### src/rtl/rpn_stack_ctrl.sv
// Reverse-Polish evaluation controller driving an external 32-entry LIFO stack.
// Tokens arrive on a valid/ready handshake; results are pushed back and mirrored on Top.
module rpn_stack_ctrl #(
   parameter int W   = 8,
   parameter int OPW = 3
) (
   input  logic         Clk,
   input  logic         RstN,
   input  logic         In_Valid,
   output logic         In_Ready,
   input  logic         In_Is_Op,
   input  logic [W-1:0] In_Data,
   input  logic         Err_Clr,
   output logic         Stk_Push,
   output logic         Stk_Pop,
   output logic [W-1:0] Stk_Data_In,
   input  logic [W-1:0] Stk_Data_Out,
   input  logic         Stk_Full,
   input  logic         Stk_NotEmpty,
   output logic [W-1:0] Top,
   output logic         Res_Valid,
   output logic         Busy,
   output logic         Err,
   output logic [1:0]   Err_Code
);

   localparam logic [2:0] S_IDLE    = 3'd0;
   localparam logic [2:0] S_PUSH_OP = 3'd1;
   localparam logic [2:0] S_POP_B   = 3'd2;
   localparam logic [2:0] S_POP_A   = 3'd3;
   localparam logic [2:0] S_EXEC    = 3'd4;
   localparam logic [2:0] S_PUSH_R  = 3'd5;
   localparam logic [2:0] S_CLR     = 3'd6;
   localparam logic [2:0] S_ERR     = 3'd7;

   localparam logic [2:0] OP_ADD   = 3'd0;
   localparam logic [2:0] OP_SUB   = 3'd1;
   localparam logic [2:0] OP_AND   = 3'd2;
   localparam logic [2:0] OP_OR    = 3'd3;
   localparam logic [2:0] OP_XOR   = 3'd4;
   localparam logic [2:0] OP_MUL   = 3'd5;
   localparam logic [2:0] OP_CLEAR = 3'd6;
   localparam logic [2:0] OP_PEEK  = 3'd7;

   localparam logic [1:0] EC_UNDER   = 2'd1;
   localparam logic [1:0] EC_OVER    = 2'd2;
   localparam logic [1:0] EC_ILLEGAL = 2'd3;

   logic [2:0]     r_state;
   logic [2:0]     r_op;
   logic [W-1:0]   r_operand;
   logic [W-1:0]   r_reg_b;
   logic [W-1:0]   r_result;
   logic [W-1:0]   r_top;
   logic           r_res_valid;
   logic           r_err;
   logic [1:0]     r_err_code;
   logic [OPW-1:0] w_opcode;
   logic           w_illegal;
   logic           w_accept;

   // a = deeper entry, b = top entry; PEEK passes the popped entry straight through
   function automatic logic [W-1:0] alu(input logic [2:0] op, input logic [W-1:0] a,
                                        input logic [W-1:0] b);
      case (op)
         OP_ADD:  alu = a + b;
         OP_SUB:  alu = a - b;
         OP_AND:  alu = a & b;
         OP_OR:   alu = a | b;
         OP_XOR:  alu = a ^ b;
         OP_MUL:  alu = a * b;
         OP_PEEK: alu = a;
         default: alu = {W{1'b0}};
      endcase
   endfunction

   assign w_opcode = In_Data[OPW-1:0];

   generate
      if (OPW > 3) begin : g_wide_op
         assign w_illegal = |w_opcode[OPW-1:3];
      end else begin : g_narrow_op
         assign w_illegal = 1'b0;
      end
   endgenerate

   assign In_Ready  = (r_state == S_IDLE) & ~r_err;
   assign w_accept  = In_Valid & In_Ready;
   assign Busy      = (r_state != S_IDLE);
   assign Top       = r_top;
   assign Res_Valid = r_res_valid;
   assign Err       = r_err;
   assign Err_Code  = r_err_code;

   // Stack strobes decode directly from state so reset removes them immediately
   always_comb begin
      Stk_Push    = 1'b0;
      Stk_Pop     = 1'b0;
      Stk_Data_In = {W{1'b0}};
      case (r_state)
         S_PUSH_OP: begin
            Stk_Push    = 1'b1;
            Stk_Data_In = r_operand;
         end
         S_PUSH_R: begin
            Stk_Push    = 1'b1;
            Stk_Data_In = r_result;
         end
         S_POP_B:        Stk_Pop = 1'b1;
         S_POP_A, S_CLR: Stk_Pop = Stk_NotEmpty;
         default: begin
            Stk_Push    = 1'b0;
            Stk_Pop     = 1'b0;
            Stk_Data_In = {W{1'b0}};
         end
      endcase
   end

   // Controller sequencing, operand/result registers and sticky error status
   always_ff @(posedge Clk or negedge RstN) begin
      if (!RstN) begin
         r_state     <= S_IDLE;
         r_op        <= 3'd0;
         r_operand   <= {W{1'b0}};
         r_reg_b     <= {W{1'b0}};
         r_result    <= {W{1'b0}};
         r_top       <= {W{1'b0}};
         r_res_valid <= 1'b0;
         r_err       <= 1'b0;
         r_err_code  <= 2'd0;
      end else begin
         r_res_valid <= 1'b0;
         case (r_state)
            S_IDLE: begin
               if (w_accept && !In_Is_Op) begin
                  r_operand <= In_Data;
                  if (Stk_Full) begin
                     r_state    <= S_ERR;
                     r_err      <= 1'b1;
                     r_err_code <= EC_OVER;
                  end else begin
                     r_state <= S_PUSH_OP;
                  end
               end else if (w_accept && w_illegal) begin
                  r_state    <= S_ERR;
                  r_err      <= 1'b1;
                  r_err_code <= EC_ILLEGAL;
               end else if (w_accept) begin
                  r_op <= w_opcode[2:0];
                  if (w_opcode[2:0] == OP_CLEAR) begin
                     r_state <= S_CLR;
                  end else if (!Stk_NotEmpty) begin
                     r_state    <= S_ERR;
                     r_err      <= 1'b1;
                     r_err_code <= EC_UNDER;
                  end else begin
                     r_state <= S_POP_B;
                  end
               end else begin
                  r_state <= S_IDLE;
               end
            end
            S_PUSH_OP: r_state <= S_IDLE;
            S_POP_B:   r_state <= (r_op == OP_PEEK) ? S_EXEC : S_POP_A;
            S_POP_A: begin
               r_reg_b <= Stk_Data_Out;
               if (!Stk_NotEmpty) begin
                  r_state    <= S_ERR;
                  r_err      <= 1'b1;
                  r_err_code <= EC_UNDER;
               end else begin
                  r_state <= S_EXEC;
               end
            end
            S_EXEC: begin
               r_result <= alu(r_op, Stk_Data_Out, r_reg_b);
               r_state  <= S_PUSH_R;
            end
            S_PUSH_R: begin
               r_top       <= r_result;
               r_res_valid <= 1'b1;
               r_state     <= S_IDLE;
            end
            S_CLR: begin
               if (!Stk_NotEmpty) begin
                  r_state <= S_IDLE;
               end else begin
                  r_state <= S_CLR;
               end
            end
            S_ERR: begin
               if (Err_Clr) begin
                  r_state    <= S_IDLE;
                  r_err      <= 1'b0;
                  r_err_code <= 2'd0;
               end else begin
                  r_state <= S_ERR;
               end
            end
            default: r_state <= S_IDLE;
         endcase
      end
   end

endmodule

### config.mk
export PLATFORM = sky130hd
export DESIGN_NAME = rpn_stack_ctrl
export DESIGN_NICKNAME = d
export VERILOG_FILES = /design/src/rtl/rpn_stack_ctrl.sv
export SDC_FILE = /design/constraint.sdc
export NUM_CORES = 1
export LEC_CHECK = 0
export BUFFER_PORTS_ARGS = -buffer_cell sky130_fd_sc_hd__buf_2
export CORE_ASPECT_RATIO = 0.9
export CORE_MARGIN = 2
export CORE_UTILIZATION = 50
export DETAILED_ROUTE_END_ITERATION = 8
export GPL_TIMING_DRIVEN = 1
export PLACE_DENSITY = 0.7
export SYNTH_ARGS = -nofsm -noshare
export SYNTH_HDL_FRONTEND = slang
export SYNTH_SLANG_ARGS = --single-unit
### constraint.sdc
create_clock -name Clk -period 5.47 [get_ports Clk]
set_input_delay 0.547 -clock Clk [delete_from_list [all_inputs] [get_ports Clk]]
set_output_delay 0.547 -clock Clk [all_outputs]
set_load 0.05 [all_outputs]
==> impl_metrics.csv <==
group,metric,value,unit
synth,synthArstFlopShare,1.000,
die,dieWidth,95.89,µm
synth,synth-seq-cells,42,
worst_setup_path,cp-start-kind,"flip-flop",
synth,yosysMostFrequentCell,"nand2_1",
timing,layout_setup_ws,1.130,ns
final_layout,num-nets-final,560,
global_routing,grt_use_total,0.2326,
timing,setup_viol,0,
global_routing,grt_pass1_wl,14720,µm
cts,clock_sinks,42,
die,ios,47,
synth,syn_area_per_cell,8.482,µm²
final_layout,n_antenna_cell,0,
global_routing,grt_overflow,0,
status,status,"finished clean",
detailed_routing,vias,3164,
cts,cts_root_buf,"clkbuf_8",
worst_setup_path,crit_slowest_cell,"dfrtp_1",
cts,ctsHoldBuffers,0,
die,initial_core_util,0.5087,
worst_setup_path,cpMostUsedCell,"fa_1",
worst_setup_path,slowest_delay,0.61,ns
timing,finalClockSkew,0.006939,ns
global_routing,antenna_found_initial,0,
final_layout,utilization,0.5590,
detailed_routing,vias_per_cell,5.446,
timing,rsz0062_at_grt,"false",
timing,fmax,230.4,MHz
cts,post-cts-setup-buffer-count,0,
synth,synth_edf_count,0,
synth,yosysTopAreaCell,"dfrtp_1",
synth,syn_nets,524,
detailed_routing,ant_nets,0,
synth,synthTopCellsByArea,"dfrtp_1 (28%), ha_1 (13%), nand2_1 (7.6%)",
place,post-place-ws,1.021,ns
timing,hold_viol_final,0,
worst_setup_path,worst-path-max-fanout,10,
place,hpwl,7153,µm
synth,yosys-top-cells-count,"nand2_1 (77), inv_1 (50), dfrtp_1 (42), ha_1 (40), nor2_1 (39)",
cts,cts_inserted_buffers,5,
detailed_routing,wirelength,9074,µm
die,rows,30,
timing,slew_viol_final,0,
worst_setup_path,crit_path_cell_trace,"nand2_1 -> fa_1 -> fa_1 -> inv_1 -> fa_1 -> inv_1 -> fa_1 -> inv_1 -> ha_1 -> a21oi_1 -> xnor2_1 -> nor2_1 -> or4b_1 -> a31oi_1",
cts,clk_pin_slew,0.09,ns
die,core_area,0.007470,mm²
cts,cts_tree,"done",
cts,ctsResizeCount,0,
worst_setup_path,timing.critical_path.required,5.70,ns
synth,syn_area,0.003800,mm²
synth,synth_ff_type,"dfrtp_1",
synth,yosysUniqueCellTypes,44,
synth,synth_top_area_frac,0.2766,
worst_setup_path,path_class,"flip-flop to flip-flop",
place,port_buffers,46,
synth,yosysWarningCount,0,
timing,worst_pin_slew,0.9932,ns
die,die_h,86.71,µm
final_layout,drive_above_1_share,0.1608,
worst_setup_path,cp-end-kind,"flip-flop",
global_routing,grt_max_degree,43,
min_path,min_path_type,"input port to asynchronous set/reset pin",
detailed_routing,drt-pass1-iter-count,4,
final_layout,area_growth_syn_to_layout,9.878,%
timing,slew_headroom,0.3379,
cts,cts_max_level,2,
cts,clockBufferDepth,2,
global_routing,grt_pass1_vias,3025,
detailed_routing,route.detailed.drc,0,
detailed_routing,drt_iter0_markers,226,
synth,seq_area_frac_synth,0.2766,
timing,tns,0,ns
cts,clk-insertion-delay-late,0.31,ns
detailed_routing,wire_per_inst,15.62,µm
timing,finalCritPeriodShare,0.7935,
job,drv_cap,0,
place,gp_congestion,0.9556,
timing,period_needed,4.340,ns
synth,synth_cells,448,
worst_setup_path,arrival,4.57,ns
die,dieArea,0.008314,mm²
area by class of cell:
| cell class | instances | area (µm²) |
|---|---|---|
| clock buffers | 5 | 68.82 |
| well taps | 96 | 120.1 |
| fillers | 707 | 3294 |
| flip-flops and latches | 42 | 1051 |
| multi-input cells | 338 | 2486 |
| repair buffers | 47 | 237.7 |
| inverters | 50 | 187.7 |
| clock inverters | 3 | 23.77 |
worst paths after layout:
| check | slack, ns | depth (start not counted) | endpoint | from |
|---|---|---|---|---|
| worst max-delay path | 1.13 | 14 | r_result[7] | r_reg_b[4] |
| worst min-delay path | 0.40 | 1 | r_reg_b[6] | RstN |
| worst max register to register | 1.13 | 14 | r_result[7] | r_reg_b[4] |
| worst min register to register | 0.48 | 2 | r_operand[3] | r_operand[3] |
| max in group asynchronous | 4.45 | 1 | r_reg_b[1] | RstN |
| min in group Clk | 0.42 | 3 | r_operand[6] | In_Data[6] |
through the flow:
stage | hold WS [ns] | cells | instance area [µm²]
finish | 0.3977 | 581 | 4175
global route | 0.4183 | 581 | 4175
CTS | 0.4233 | 581 | 4175
detailed placement | 0.4623 | 573 | 4083
global placement | 0.4573 | 573 | 4083
floorplan | 0.2514 | 448 | 3800
kinds of logic after synthesis:
kind of cell / Yosys count / synth area share
mux: 30 / 0.09384
simple gates: 149 / 0.1676
fa+ha+maj: 53 / 0.2002
xor+xnor: 28 / 0.06849
buf+inv: 68 / 0.06914
flops: 42 / 0.2766
compound gates: 78 / 0.1241
flip-flops by register name, indices dropped and copies added, names as in the netlist:
| name | cells |
|---|---|
| r_result | 8 |
| r_state | 3 |
| Err_Code | 2 |
| r_operand | 8 |
| Res_Valid | 1 |
| Err | 1 |
| r_reg_b | 8 |
| Top | 8 |
| r_op | 3 |
metal layers:
layer,GRT usage,vias to the layer above,share of wire
li1,-,1551,-
met1,0.3278,1510,0.46
met2,0.3586,86,0.45
met3,0.05130,17,0.071
met4,0.06883,0,0.022
met5,0,-,0
critical path, delay by kind of cell, from the launching register on:
kind                       cells  cell delay [ns]
adders and majority gates      5             2.31
AOI/OAI and AO/OA              2             0.35
buffers and inverters          3             0.14
xor gates and xnor gates       1             0.16
and+or+nand+nor                3             0.71
DFF                            1             0.61
layout by cell type (no fill, tap or decap), drive strengths merged, types with 8 or more instances in the layout:
cell type,instances
nand2b,8
mux2i,12
fa,13
ha,40
buf,47
mux2,15
a21oi,21
nor2,39
xnor2,24
nand2,79
inv,51
dfrtp,42
o21ai,30
Power is left out: the tool's default activity adds up to more than one toggle a clock period on the data nets, which glitch-free logic cannot reach.
